==> config.mk <==
export PLATFORM = sky130hd
export DESIGN_NAME = instr_cache_refill
export DESIGN_NICKNAME = d
export VERILOG_FILES = /design/src/rtl/instr_cache_refill.sv
export SDC_FILE = /design/constraint.sdc
export NUM_CORES = 1
export LEC_CHECK = 0
export CAP_MARGIN = 15
export CELL_PAD_IN_SITES_DETAIL_PLACEMENT = 1
export CELL_PAD_IN_SITES_GLOBAL_PLACEMENT = 1
export CORE_ASPECT_RATIO = 1.5
export CORE_MARGIN = 3
export CORE_UTILIZATION = 39
export CTS_BUF_LIST = sky130_fd_sc_hd__clkbuf_16
export DETAILED_ROUTE_END_ITERATION = 6
export GPL_ROUTABILITY_DRIVEN = 0
export PLACE_DENSITY_LB_ADDON = 0.1
export RECOVER_POWER = 100
export SYNTH_ARGS = -nofsm -noshare
export SYNTH_HDL_FRONTEND = slang
export SYNTH_SLANG_ARGS = --single-unit
==> constraint.sdc <==
create_clock -name CLK -period 4.5 [get_ports CLK]
set_input_delay 0.675 -clock CLK [delete_from_list [all_inputs] [get_ports CLK]]
set_output_delay 0.675 -clock CLK [all_outputs]
set_load 0.01 [all_outputs]
==> src/rtl/instr_cache_refill.sv <==
// instr_cache_refill -- miss handling and line refill engine for the
// instruction cache core.
//
// On a fetch miss the engine stalls fetch, reads one cache line from the
// memory port as WORDS words of DSIZE bits over a req/ack handshake,
// assembles them into a BSIZE-bit block (word 0 at the MSBs) and writes the
// block into the cache core with a one-cycle bwrite pulse. SYS aborts any
// refill in progress.
//
// Optional feature (compile-time macro ICACHE_CRITICAL_WORD_FIRST_EN):
//   the refill starts at the missed word and wraps within the line; the
//   missed word is also forwarded on crit_valid/crit_data as it arrives.
//
// Ports:
//   CLK         in   clock, rising edge
//   RESET       in   asynchronous reset, active low
//   SYS         in   synchronous flush/abort
//   fetch_req   in   fetch stage requests an instruction at fetch_addr
//   fetch_addr  in   fetch byte address
//   hit         in   hit indication from the cache core for core_addr
//   core_addr   out  address to the cache core
//   bwrite      out  block write strobe to the cache core
//   block_out   out  assembled line to the cache core
//   stall       out  freeze fetch
//   mem_req     out  memory word request
//   mem_addr    out  word address being requested
//   mem_ack     in   memory word valid this cycle
//   mem_data    in   memory read data
//   crit_valid  out  (feature only) critical word accepted this cycle
//   crit_data   out  (feature only) critical word data

module instr_cache_refill #(
    parameter int DSIZE = 32,
    parameter int ASIZE = 32,
    parameter int BBITS = 5,
    parameter int BSIZE = 8 << BBITS,
    parameter int WORDS = BSIZE / DSIZE
) (
    input  logic             CLK,
    input  logic             RESET,
    input  logic             SYS,
    input  logic             fetch_req,
    input  logic [ASIZE-1:0] fetch_addr,
    input  logic             hit,
    output logic [ASIZE-1:0] core_addr,
    output logic             bwrite,
    output logic [BSIZE-1:0] block_out,
    output logic             stall,
    output logic             mem_req,
    output logic [ASIZE-1:0] mem_addr,
    input  logic             mem_ack,
    input  logic [DSIZE-1:0] mem_data
`ifdef ICACHE_CRITICAL_WORD_FIRST_EN
    ,
    output logic             crit_valid,
    output logic [DSIZE-1:0] crit_data
`endif
);

    localparam int CW = $clog2(WORDS);
    localparam logic [CW-1:0] LAST = CW'(WORDS - 1);

    typedef enum logic [1:0] {
        IDLE,
        FILL,
        WRITE
    } state_t;

    state_t           state;
    state_t           state_next;
    logic [CW-1:0]    count;
    logic [CW-1:0]    start;
    logic [CW-1:0]    slot;
    logic [ASIZE-1:0] miss_addr;
    logic [BSIZE-1:0] buffer;
    logic             miss;
    logic             accept;

    assign miss   = fetch_req && !hit;
    // Slot index wraps naturally in CW bits (modulo WORDS).
    assign slot   = start + count;
    // A word is only taken while filling and not being flushed.
    assign accept = (state == FILL) && mem_ack && !SYS;

    always_ff @(posedge CLK or negedge RESET) begin
        if (!RESET) begin
            state <= IDLE;
        end else begin
            state <= state_next;
        end
    end

    always_comb begin
        state_next = state;
        core_addr  = fetch_addr;
        bwrite     = 1'b0;
        stall      = 1'b0;
        mem_req    = 1'b0;
        if (SYS) begin
            state_next = IDLE;
        end else begin
            case (state)
                IDLE:    if (miss) state_next = FILL;
                FILL:    if (mem_ack && count == LAST) state_next = WRITE;
                WRITE:   state_next = IDLE;
                default: state_next = IDLE;
            endcase
        end
        case (state)
            IDLE: begin
                stall = miss;
            end
            FILL: begin
                stall   = 1'b1;
                mem_req = 1'b1;
            end
            WRITE: begin
                stall     = 1'b1;
                bwrite    = 1'b1;
                core_addr = miss_addr;
            end
            default: ;
        endcase
    end

    // miss_addr has its offset bits cleared, so the word address is a
    // concatenation rather than an add.
    assign mem_addr  = {miss_addr[ASIZE-1:BBITS], slot, 2'b00};
    assign block_out = buffer;

`ifdef ICACHE_CRITICAL_WORD_FIRST_EN
    assign crit_valid = accept && (count == '0);
    assign crit_data  = mem_data;
`endif

    always_ff @(posedge CLK or negedge RESET) begin
        if (!RESET) begin
            count     <= '0;
            start     <= '0;
            miss_addr <= '0;
            buffer    <= '0;
        end else if (SYS) begin
            count <= '0;
        end else begin
            case (state)
                IDLE: begin
                    if (miss) begin
                        miss_addr <= {fetch_addr[ASIZE-1:BBITS], {BBITS{1'b0}}};
                        count     <= '0;
`ifdef ICACHE_CRITICAL_WORD_FIRST_EN
                        start     <= fetch_addr[BBITS-1:2];
`else
                        start     <= '0;
`endif
                    end
                end
                FILL: begin
                    if (accept) begin
                        for (int unsigned i = 0; i < WORDS; i++) begin
                            if (slot == i[CW-1:0]) begin
                                buffer[BSIZE-1-i*DSIZE -: DSIZE] <= mem_data;
                            end
                        end
                        count <= count + 1'b1;
                    end
                end
                default: ;
            endcase
        end
    end

endmodule

==> After elaboration in Yosys (flattened, before gate mapping) <==
Index checks and enable logic that the tools add are counted.
{ "classes": {"n_addsub": 1, "n_eq_ne": 12, "n_bitwise": 1, "mux": 12, "n_reduce_logical": 21} }
{ "ops": {"columns": ["operator", "count"], "rows": [
  ["2-to-1 mux 32 bit", 1],
  ["AND reduction 4 bit", 8],
  ["equality test 3 bit (second input constant)", 4],
  ["2-to-1 mux 3 bit", 3],
  ["equality test 3 x 2 -> 1 bit (second input constant)", 2],
  ["2-to-1 mux 2 bit", 3],
  ["inequality test 3 bit (second input constant)", 2],
  ["one-hot mux 3 bit (2 select lines)", 1],
  ["AND reduction 3 bit", 2],
  ["logical AND 1 bit", 4],
  ["one-hot mux 2 bit (2 select lines)", 1],
  ["adder 3 x 1 -> 3 bit (second input constant)", 1],
  ["equality test 3 x 1 -> 1 bit (second input constant)", 1],
  ["zero test 3 bit", 1],
  ["inequality test 3 x 2 -> 1 bit (second input constant)", 1],
  ["nonzero test 3 bit", 1],
  ["equality test 2 x 1 -> 1 bit (second input constant)", 1],
  ["equality test 2 bit (second input constant)", 1],
  ["zero test 1 bit", 2],
  ["zero test 2 bit", 1],
  ["2-to-1 mux 1 bit", 2],
  ["one-hot mux 1 bit (2 select lines)", 1],
  ["AND reduction 2 bit", 1],
  ["OR reduction 2 bit", 1],
  ["inverter 1 bit", 1]
]} }
{ "word_totals": {"inputBits": 70, "out_inout_bits": 323, "ff_bits": 288, "wordCells": 58} }

==> Logic depth before layout (Yosys ltp) <==
{ "logic_depth": {"word_depth": 6, "mapped_depth": 8, "depth_no_buf": 5} }

==> Worst setup path before layout <==
Ideal clock, no wire load.
{ "synth_timing": {"path_kind": "register to output", "start": "register state[0]", "end": "output core_addr[10]", "required_time_ps": 3825, "n_path_buf": 2, "stages_incl_launch_ff": 6, "setup_slack_ps": 2184, "arrival_time_ps": 1641, "cell_sequence": "dfrtp_1 > inv_1 > ha_1 > clkbuf_1 > buf_1 > mux2_2"} }
{ "synth_via": {"elab_chain_cells": 2} }
{ "synth_lines": {"columns": ["element", "line_no", "source"], "rows": [
  ["start: declaration", "69", "state_t state;"],
  ["start signal: assignment", "89", "state <= state_next;"],
  ["equality test 2 bit", "109", "case (state)"],
  ["2-to-1 mux 32 bit", "109", null],
  ["end: declaration", "45", "output logic [ASIZE-1:0] core_addr,"]
]} }
No other way between the ends.

==> Final worst setup path <==
{ "layout_timing": {"start": "register state[0]", "end": "output core_addr[16]"} }
Same word-level chain as after synthesis.

==> reports/results.ini <==
[sta]
tightestPinTransition_ps = 2998
grt_setup_unrepaired = false
fin_crit_ps = 3603
fin_setup_tns_ps = 0
fmax_mhz = 277.5
finalSetupViolCount = 0
slew_violations = 277
hold_violations = 0
finalCritPeriodShare_pct = 80.07
slew-limit-headroom_pct = -99.88
skew_ps = 16.26

[placement]
numPortBuffers = 390
dpl_cell_area_um2 = 15680
dp_cells = 1450
dp.final_hpwl_um = 23900

[setup_path]
crit_arrival_ps = 2930
cp-end-kind = output port
r2r_end = block_out[123]$_DFFE_PN0P_
critPathCapture = core_addr[16]
path_class = reg2out
worstSetupStartpointType = flip-flop
reg2reg_depth = 6
r2r_slack_ps = 940
rr_startpoint = state[1]$_DFFE_PN0P_
path_max_fanout = 33
startpoint = state[0]$_DFFE_PN0P_
critical_path_required_ps = 3830

[hold_path]
hp-class = reg2reg

[grt]
grt_overflow_total = 0
use_met3_pct = 6.153
grt.total_usage_pct = 21.14
grt_first_pass_wirelength_um = 51870
met2_usage_pct = 38.99
grt_max_degree = 118
grt_pass1_vias = 8318
antenna_found_initial = 0
busiest_layer = met2
use_met1_pct = 24.11

[final_layout]
finalNonFillerCells = 1504
seqCellArea_um2 = 7207
drive_gt1_share_pct = 30.29
fin_area_um2 = 16430
num-fill-cells = 2767
multiInputGateArea_um2 = 3895
antenna_cells = 0
area_growth_pct = 44.61
nNetsFinal = 1177

[clocking]
cts.sink_count = 288
path_clk_slew_ps = 60
htree_levels = 1
cts_buffers = 29
clk_path_buf_depth = 3
cts_root_buffer = clkbuf_16
hold_buffers = 0
postCtsSetupRepairBufs = 0
postCtsResizedCells = 0
cts_tree = built
clk_latency_ps = 550

[yosys]
syn_inst = 696
yosysWarnings = 0
ys_seq_elements = 288
syn_avg_cell_area_um2 = 16.32
synth-edff-count = 0
synth_common_cells = mux2_2, dfrtp_1, buf_2
synth.most_common_cell = mux2_2
synth_area_um2 = 11360
async_flop_share_pct = 100.0
synth_area_leaders = dfrtp_1, mux2_2, mux2_1, ha_1, buf_2
synthDistinctLibCells = 28
synth_top_area_share_pct = 63.44
yosys_most_used_dff = dfrtp_1
ys_seq_area_share_pct = 63.44
yosys.area.top_type = dfrtp_1

[route]
dr.pass1.iters = 4
drtAntennaViolNets = 0
vias = 7420
wire_per_inst_um = 22.23
drc_errors = 0
drt_wl_total_um = 33440
drtIter0Drc = 182
via_per_inst = 4.934

[floorplan]
coreArea_um2 = 28340
rows = 75
ios = 393
die_x_um = 145.4
dieHeight_um = 215.0
dieArea_um2 = 31250
start_util_pct = 40.08

[power_and_ir_drop]
total_leakage_power_nw = 8.497
irDropWorstVdd_v = 0.0002669
powerDensity_nw_per_um2 = 363.2

[run_status]
status = finished with violations
failed_checks = max-capacitance violations, max-slew violations

[flow_run]
cap_violations = 7

==> through the flow <==
step	setup slack (ps)	utilization [%]	hold slack, ps	power, mW
final	896.7	57.96	482.0	5.967
after global routing	637.5	57.96	508.9	6.254
after CTS	1242	58.27	240.5	6.162
after detailed placement	1404	55.31	479.0	3.971
after global placement	1441	55.31	468.7	3.946
after floorplan	2184	-	379.4	3.270
==> power by group <==
part,total (mW),switching [mW],internal [mW]
clock,2.15,0.987,1.17
combinational,0.913,0.414,0.499
sequential,2.90,0.107,2.79
==> state kept, by name, summed over array words and instances (netlist names) <==
name       flops
miss_addr     27
count          3
state          2
block_out    256
==> layout by cell type, fill, tap and decap left out, types with 5 or more instances in the layout <==
cell type and n:
clkbuf_1 10, dfrtp_1 288, nor2_1 5, ha_1 11, mux2_1 16, clkinv_1 8, dlygate4sd3_1 319, clkdlybuf4s50_1 70
clkbuf_16 29, nor2b_1 8, inv_1 14, nand3_1 6, mux2_2 294, clkinv_2 8
==> per-layer routing <==
metal	part of all wire, %	wire length [um]
met3	7.1	2366
met5	0	0
met4	1.8	605
met1	37	12480
met2	54	17980
==> worst min path at each step <==
stage | from | endpoint | slack (ps) | cells past startpoint
floorplan | RESET | block_out[0]$_DFFE_PN0P_ | 380 | 0
global placement | block_out[167]$_DFFE_PN0P_ | block_out[167]$_DFFE_PN0P_ | 470 | 1
detailed placement | block_out[167]$_DFFE_PN0P_ | block_out[167]$_DFFE_PN0P_ | 480 | 1
CTS | RESET | block_out[107]$_DFFE_PN0P_ | 240 | 1
global route | block_out[142]$_DFFE_PN0P_ | block_out[142]$_DFFE_PN0P_ | 510 | 1
finish | block_out[167]$_DFFE_PN0P_ | block_out[167]$_DFFE_PN0P_ | 480 | 1
==> area by class of cell <==
cell class	instances	area share (%)
sequential	288	43.87
tap	385	2.932
clock inverter	25	0.6855
clock buffer	29	4.418
inverter	7	0.1600
timing repair buffer	405	24.22
multi-input combinational	365	23.71
==> cell families (layout without fill, tap and decap cells) <==
group | Yosys count | count (layout) | synth area share, %
multiplexers | 310 | 310 | 30.73
flip-flops | 288 | 288 | 63.44
buffers and inverters | 44 | 466 | 2.280
AND/OR/NAND/NOR | 31 | 31 | 1.531
adder cells (fa/ha/maj) | 11 | 11 | 1.212
AO/OA/AOI/OAI | 11 | 11 | 0.7710
other | 1 | 2 | 0.03301
==> worst max-delay path: stages, from the launching register on <==
cell	delay, ps
dfrtp_1	410
inv_1	120
ha_1	150
clkbuf_2	650
mux2_2	400
dlygate4sd3_1	640
Power figures use the tool's default switching activity.
